$ cat config.mk
export PLATFORM = sky130hd
export DESIGN_NAME = mem_copy_master
export DESIGN_NICKNAME = d
export VERILOG_FILES = /design/src/rtl/mem_copy_master.sv
export SDC_FILE = /design/constraint.sdc
export NUM_CORES = 1
export LEC_CHECK = 0
export ABC_AREA = 0
export CAP_MARGIN = 30
export CORE_MARGIN = 10
export CORE_UTILIZATION = 51
export CTS_CLUSTER_DIAMETER = 200
export DETAILED_ROUTE_END_ITERATION = 10
export GPL_ROUTABILITY_DRIVEN = 0
export PLACE_DENSITY = 0.76
export SLEW_MARGIN = 0
export SYNTH_ARGS = -nofsm -noshare
export SYNTH_HDL_FRONTEND = slang
export SYNTH_SLANG_ARGS = --single-unit
$ cat constraint.sdc
create_clock -name clk -period 3.27 [get_ports clk]
set_clock_uncertainty 0.1 [all_clocks]
set_input_delay 0.4905 -clock clk [delete_from_list [all_inputs] [get_ports clk]]
set_output_delay 0.4905 -clock clk [all_outputs]
set_load 0.02 [all_outputs]
$ cat src/rtl/mem_copy_master.sv
// Burst memory-to-memory copy engine: reads up to BURST words, buffers them, writes them back.
// Ports: clk/rst, start/src_addr/dst_addr/len command, busy/done/err status, mem_* request bus.
module mem_copy_master #(
  parameter int MEM_AW = 12,
  parameter int MEM_DW = 32,
  parameter int BURST  = 4
) (
  input  logic              clk,
  input  logic              rst,
  input  logic              start,
  input  logic [MEM_AW-1:0] src_addr,
  input  logic [MEM_AW-1:0] dst_addr,
  input  logic [MEM_AW:0]   len,
  output logic              busy,
  output logic              done,
  output logic              err,
  output logic              mem_req,
  output logic              mem_write,
  output logic [MEM_AW-1:0] mem_addr,
  output logic [MEM_DW-1:0] mem_wdata,
  input  logic [MEM_DW-1:0] mem_rdata,
  input  logic              mem_rdata_vld
);
  localparam int CW = $clog2(BURST) + 1;
  localparam int IW = (BURST > 1) ? $clog2(BURST) : 1;
  localparam logic [CW-1:0] BMAX = CW'(BURST);

  typedef enum logic [2:0] {IDLE, RD, DRAIN, WR, FIN} state_t;
  state_t state, state_nx;

  logic [MEM_AW-1:0] src, dst, src_nx, dst_nx;
  logic [MEM_AW:0]   rem, rem_nx;
  logic [CW-1:0]     n, k, c, n_nx, k_nx, c_nx;
  logic [MEM_DW-1:0] dbuf [BURST];
  logic [1:0]        quiet;

  logic              busy_nx, done_nx, err_nx;
  logic              req_nx, write_nx;
  logic [MEM_AW-1:0] addr_nx;
  logic [MEM_DW-1:0] wdata_nx;

  logic              last_k, vld, cap_ok, cap, stray, fill;
  logic [MEM_AW:0]   rem_after, rem_src;
  logic [CW-1:0]     n_next, kp1;

  // Reads issued before a reset may still return data; a short
  // post-reset window drops any such beats silently.
  assign vld       = mem_rdata_vld && (quiet == 2'd0);
  assign cap_ok    = (state == RD || state == DRAIN) && (c != n);
  assign cap       = vld && cap_ok;
  assign stray     = vld && !cap_ok;
  assign last_k    = (k == n - CW'(1));
  assign kp1       = k + CW'(1);
  // Buffer is full now, or becomes full with the beat arriving this cycle.
  assign fill      = (c == n) || (cap && (c == n - CW'(1)));
  assign rem_after = rem - (MEM_AW+1)'(n);
  assign rem_src   = (state == IDLE) ? len : rem_after;
  assign n_next    = (rem_src >= (MEM_AW+1)'(BURST)) ? BMAX
                                                     : rem_src[CW-1:0];

  always_ff @(posedge clk or posedge rst) begin
    if (rst) state <= IDLE;
    else     state <= state_nx;
  end

  always_comb begin
    state_nx = state;
    unique case (state)
      IDLE:    if (start) state_nx = (len == '0) ? FIN : RD;
      RD:      if (last_k) state_nx = DRAIN;
      DRAIN:   if (fill) state_nx = WR;
      WR:      if (last_k) state_nx = (rem_after == '0) ? FIN : RD;
      FIN:     state_nx = IDLE;
      default: state_nx = IDLE;
    endcase
  end

  always_comb begin
    src_nx   = src;
    dst_nx   = dst;
    rem_nx   = rem;
    n_nx     = n;
    k_nx     = k;
    c_nx     = cap ? c + CW'(1) : c;
    err_nx   = err | stray;
    req_nx   = 1'b0;
    write_nx = 1'b0;
    addr_nx  = mem_addr;
    wdata_nx = '0;
    unique case (state)
      IDLE: begin
        if (start) begin
          src_nx = src_addr;
          dst_nx = dst_addr;
          rem_nx = len;
          err_nx = stray;
          if (len != '0) begin
            n_nx    = n_next;
            k_nx    = '0;
            c_nx    = '0;
            req_nx  = 1'b1;
            addr_nx = src_addr;
          end
        end
      end
      RD: begin
        if (last_k) begin
          k_nx = '0;
        end else begin
          k_nx    = kp1;
          req_nx  = 1'b1;
          addr_nx = src + MEM_AW'(kp1);
        end
      end
      DRAIN: begin
        if (fill) begin
          k_nx     = '0;
          req_nx   = 1'b1;
          write_nx = 1'b1;
          addr_nx  = dst;
          // Single-word bursts complete on the same beat: bypass the buffer.
          wdata_nx = (cap && c == '0) ? mem_rdata : dbuf[0];
        end
      end
      WR: begin
        if (!last_k) begin
          k_nx     = kp1;
          req_nx   = 1'b1;
          write_nx = 1'b1;
          addr_nx  = dst + MEM_AW'(kp1);
          wdata_nx = dbuf[kp1[IW-1:0]];
        end else begin
          src_nx = src + MEM_AW'(n);
          dst_nx = dst + MEM_AW'(n);
          rem_nx = rem_after;
          if (rem_after != '0) begin
            n_nx    = n_next;
            k_nx    = '0;
            c_nx    = '0;
            req_nx  = 1'b1;
            addr_nx = src + MEM_AW'(n);
          end
        end
      end
      FIN: begin
      end
      default: begin
      end
    endcase
    busy_nx = state_nx inside {RD, DRAIN, WR};
    done_nx = (state_nx == FIN);
  end

  always_ff @(posedge clk or posedge rst) begin
    if (rst) begin
      src       <= '0;
      dst       <= '0;
      rem       <= '0;
      n         <= '0;
      k         <= '0;
      c         <= '0;
      busy      <= 1'b0;
      done      <= 1'b0;
      err       <= 1'b0;
      mem_req   <= 1'b0;
      mem_write <= 1'b0;
      mem_addr  <= '0;
      mem_wdata <= '0;
      quiet     <= 2'd3;
    end else begin
      src       <= src_nx;
      dst       <= dst_nx;
      rem       <= rem_nx;
      n         <= n_nx;
      k         <= k_nx;
      c         <= c_nx;
      busy      <= busy_nx;
      done      <= done_nx;
      err       <= err_nx;
      mem_req   <= req_nx;
      mem_write <= write_nx;
      mem_addr  <= addr_nx;
      mem_wdata <= wdata_nx;
      quiet     <= (quiet == 2'd0) ? 2'd0 : quiet - 2'd1;
    end
  end

  always_ff @(posedge clk) begin
    if (cap) dbuf[c[IW-1:0]] <= mem_rdata;
  end

endmodule

# Word level (Yosys, flattened, before mapping)

Memory sizes are Yosys's and may differ from the RTL's.
Cells that the tools add are included.

Memories: 1
Memory bits (writable): 128
Flip-flop bits (word level): 100
Logic and storage cells: 128
Input port bits: 73
Output and inout port bits: 49

Add/subtract/negate cells: 9
Bitwise gates (word level): 1
$lt $le $gt $ge: 1
Eq/ne operators: 18
Multiplexer cells: 60
Reductions and logical operators: 23

Memories:

| name | words | width | read ports | clocked after Yosys merged registers in | write ports | RTL line | RTL |
|---|---|---|---|---|---|---|---|
| dbuf | 4     | 32    | 2          | 0                                       | 1           | 34       | `logic [MEM_DW-1:0] dbuf [BURST];` |

Operators by type and width:

| operator            | count |
|---|---|
| $mux 12             | 10 |
| $mux 32             | 3 |
| $mux 3              | 22 |
| $pmux 32 s2         | 1 |
| $add 12x3->12       | 4 |
| $pmux 12 s2         | 2 |
| $pmux 12 s4         | 1 |
| $mux 13             | 3 |
| $logic_not 13->1    | 2 |
| $pmux 13 s2         | 1 |
| $reduce_bool 13->1  | 2 |
| $pmux 3 s4          | 2 |
| $ge 13x3->1 const B | 1 |
| $sub 13x3->13       | 1 |
| $eq 3x2->1 const B  | 4 |
| $pmux 3 s2          | 2 |
| $mux 1              | 10 |
| $ne 2x2->1 const B  | 5 |
| $reduce_and 5->1    | 2 |
| $eq 3x3->1          | 3 |
| $add 3x1->3 const B | 2 |
| $eq 3x1->1 const B  | 2 |
| $logic_and 1x1->1   | 6 |
| $logic_not 3->1     | 2 |
| 18 further kinds    | 19 |

# Depth between registers and ports, before layout

Word-level depth: 10
Gate-level depth with buffers: 13
Depth with buffers taken out: 11

# Worst setup path before layout

Ideal clock, no wire load.

Path type: reg-to-reg
Start point: register k[1]
End point: register mem_addr[8]
Data required time: 3.045 ns
Stages on the path, launching flop included: 12
Arrival time: 3.072 ns
Clock period less this slack: 3.297 ns
Path slack: -0.027 ns
Setup time: 0.125 ns
Path buffers: 2
Cell sequence: dfrtp_1 > ha_1 > clkbuf_1 > clkbuf_1 > inv_1 > fa_1 > nor2b_1 > or2_2 > nand2_1 > a221o_1 > a221o_1 > mux2_2

Word-level cells in the longest chain between the ends: 4
Elaborated cells between the ends (all ways): 10
Those cells by class: add/sub (3); eq/ne (3); mux (3); reduce/logical (1)

Ends and longest elaborated chain:

| item                             | RTL line | RTL |
|---|---|---|
| start: declaration               | 33       | `logic [CW-1:0] n, k, c, n_nx, k_nx, c_nx;` |
| start signal: assignment         | 175      | `k <= k_nx;` |
| $add 3x1->3                      | 53       | `assign kp1 = k + CW'(1);` |
| $add 12x3->12 (on tied branches) | 130, 112 |  |
| $mux 12 (on tied branches)       | 126, 107 |  |
| $pmux 12 s4                      | 90       | `unique case (state)` |
| end signal: assignment           | 182      | `mem_addr <= addr_nx;` |
| end: declaration                 | 19       | `output logic [MEM_AW-1:0] mem_addr,` |

Parallel ways exist; a longest one is shown, timed or not. The select of a mux whose other input is x is not followed.
A chain may end at the register's enable or synchronous reset.

# Final worst setup path

Start point: register k[0]
End point: register mem_addr[11]

Same word-level chain as after synthesis.

==> metrics.txt <==
Power Dens Cells=1028 nW/µm²; hpwl dp=20040 µm; Buf/Inv on CP=0; Hold Crit Class=input port to async pin; drt wl/cell=22.10 µm; post-CTS setup buffers=0; crit path max fanout=4; Synth Register Bits=228; CTS Buf Count=24; vias in the first global route=8538; cell family with most CP delay=compound AO/OA/AOI/OAI gates; CTS clk-pin slew, worst paths=60 ps; CTS Buffer Depth=3; initial antenna violation count=1; run status=finished, final reports clean; CP arrival=3330 ps; Tot Pwr=14.18 mW; final critical-path share of the clock period=92.36%; area grow syn2layout=24.31%; net total in the final layout=1167; first-pass GRT wire length=47830 µm; Final Hold Fails=0; Die Ht=167.5 µm; Pleak=5.447 nW; Detail Route Antenna Nets=0; htree depth=1; Worst path max stage delay=430 ps; DRT iter0 DRCs=870; final setup violating endpoints=0; Avg Cell Area, Syn=12.03 µm²; CP endpoint kind=register; Clock Sinks=228; slew margin rel.=52.02%; Synth Instances=923; Placed Instances=1317; Non-Filler Instances=1362; port bufs=121; min cycle time layout=3020 ps; layout cell share with drive strength beyond 1=13.72%; Mapped Area=11100 µm²; Max Fclk=331.1 MHz; vias post-DR=8258; TritonRoute pass-1 iters=5; Ports=122; CTS hold repair buffers=0; Worst-Skew Late Latency=540 ps; top_reg_cell synth=edfxtp_1; die width=167.5 µm; maximum VDD drop=0.0006534 V; unrepaired setup endpoints after global routing=no; Async S/R FF share, synth=43.86%; largest net degree at the start of global routing=48; Starting Density=52.31%; PostCTS Resize Cnt=0; register area share after synthesis=57.19%; Max Cap Viol=0; GRT Residual Overflow=0; Setup TNS=0 ps; CP Class=register to register; Post-synth EDFFs=128; Placeable Area=21220 µm²; max-slew violations=0; synth warn=0; Avg Vias per Cell=6.063; CTS Root Cell=clkbuf_16; Total GRT Usage=21.00%; worst path cell trace=ha_1, nand2b_1, nand2_1, ha_1, a21oi_1, a21oi_1, nor2b_1, o221a_2, o211a_1, o41ai_1; Hold WS=283.9 ps; worst-margin pin slew=714.2 ps; startpoint class of the critical path=register; Placed Area=12900 µm²; Post-route DRC=0; num rows=53; drt total wl=30100 µm; Critical Path Slowest Stage Cell=dfrtp_2; CTS tree=yes; syn_nets=1022; final instance area=13800 µm²; Synth cell types=63; Die ar.=28070 µm²; WP data required=3580 ps
-- power by group --
part,leakage [nW],internal (mW),switching (mW)
sequential,2.38,3.88,0.630
combinational,2.63,2.87,3.77
clock,0.436,1.89,1.15
total,5.45,8.64,5.54
-- sequential cells by signal, summed over array words and instances (netlist names), 12 cells and up --
register,flops
dbuf,128
dst,12
mem_addr,12
mem_wdata,32
rem,13
src,12
-- cells in the mapped netlist (3+ instances only) --
master / number / area (µm²)
a211oi_1: 9 / 67.56
a21o_1: 7 / 52.55
a21oi_1: 64 / 320.3
a22oi_1: 8 / 60.06
a31oi_1: 11 / 68.82
and2_1: 9 / 56.30
and3_1: 4 / 25.02
buf_1: 4 / 15.01
buf_2: 7 / 35.03
clkbuf_1: 41 / 153.9
dfrtp_1: 98 / 2452
edfxtp_1: 128 / 3844
fa_1: 5 / 100.1
ha_1: 21 / 262.8
inv_1: 22 / 82.58
mux2_2: 10 / 112.6
mux2i_1: 37 / 370.4
mux4_2: 32 / 720.7
nand2_1: 90 / 337.8
nand2b_1: 12 / 75.07
nand3_1: 10 / 50.05
nand4_1: 7 / 43.79
nor2_1: 56 / 210.2
nor2b_1: 8 / 50.05
nor3_1: 20 / 100.1
nor3b_1: 3 / 22.52
nor4_1: 6 / 37.54
o211ai_1: 6 / 45.04
o21ai_0: 84 / 420.4
o21bai_1: 3 / 22.52
o22a_1: 3 / 26.28
o22ai_1: 15 / 93.84
o2bb2ai_1: 5 / 43.79
o41ai_1: 3 / 26.28
or3_1: 6 / 37.54
xnor2_1: 19 / 166.4
xor2_1: 13 / 113.9
-- logic make-up after synthesis --
group | count (synthesis) | share of synthesized area, %
simple gates | 247 | 10.71
compound gates | 235 | 12.60
flops | 228 | 57.19
mux | 79 | 10.84
buf+inv | 75 | 2.649
xor+xnor | 33 | 2.739
fa+ha+maj | 26 | 3.269
-- placed cells by master, fill, tap and decap left out, types with 32 or more instances in the layout --
cell             count
dfrtp_1             97
nand2_1             90
mux4_2              32
buf_4               46
clkdlybuf4s50_1    121
o21ai_0             84
edfxtp_1           128
a21oi_1             63
nor2_1              54
mux2i_1             37
-- per-layer routing --
metal	vias to the layer above	part of all wire, %	GRT usage [%]
met1	4044	40	27.53
met4	2	3.8	8.024
li1	3741	-	-
met5	-	0.030	0
met3	79	7.9	3.862
met2	392	48	33.99
-- metrics by stage --
stage / setup slack [ps] / utilization (%)
final: 249.7 / 65.03
after global routing: 37.40 / 65.02
after CTS: 255.1 / 65.02
after detailed placement: 229.4 / 60.78
after global placement: 266.4 / 60.73
after floorplan: 39.42 / -
-- worst paths after layout --
kind                                    start  depth (start not counted)  slack [ps]                  endpoint
max reg2reg                  k[0]$_DFFE_PP0P_                         10         250  mem_addr[11]$_DFFE_PP0P_
min reg2reg                rem[0]$_DFFE_PP0P_                          1         380        rem[0]$_DFFE_PP0P_
min                                       rst                          2         280        dst[6]$_DFFE_PP0P_
min in group clk           rem[0]$_DFFE_PP0P_                          1         380        rem[0]$_DFFE_PP0P_
max in group asynchronous                 rst                          3        2120    mem_wdata[2]$_DFF_PP0_
max                          k[0]$_DFFE_PP0P_                         10         250  mem_addr[11]$_DFFE_PP0P_
-- cell type report --
cell class / instances / area [µm²]
Inverter: 22 / 85.08
Sequential cell: 228 / 6350
Antenna cell: 1 / 2.502
Multi-Input combinational cell: 620 / 4471
Clock buffer: 33 / 694.4
Clock inverter: 11 / 205.2
Fill cell: 1594 / 7421
Timing Repair Buffer: 172 / 1648
Tap cell: 275 / 344.1
Power figures use the tool's default switching activity.
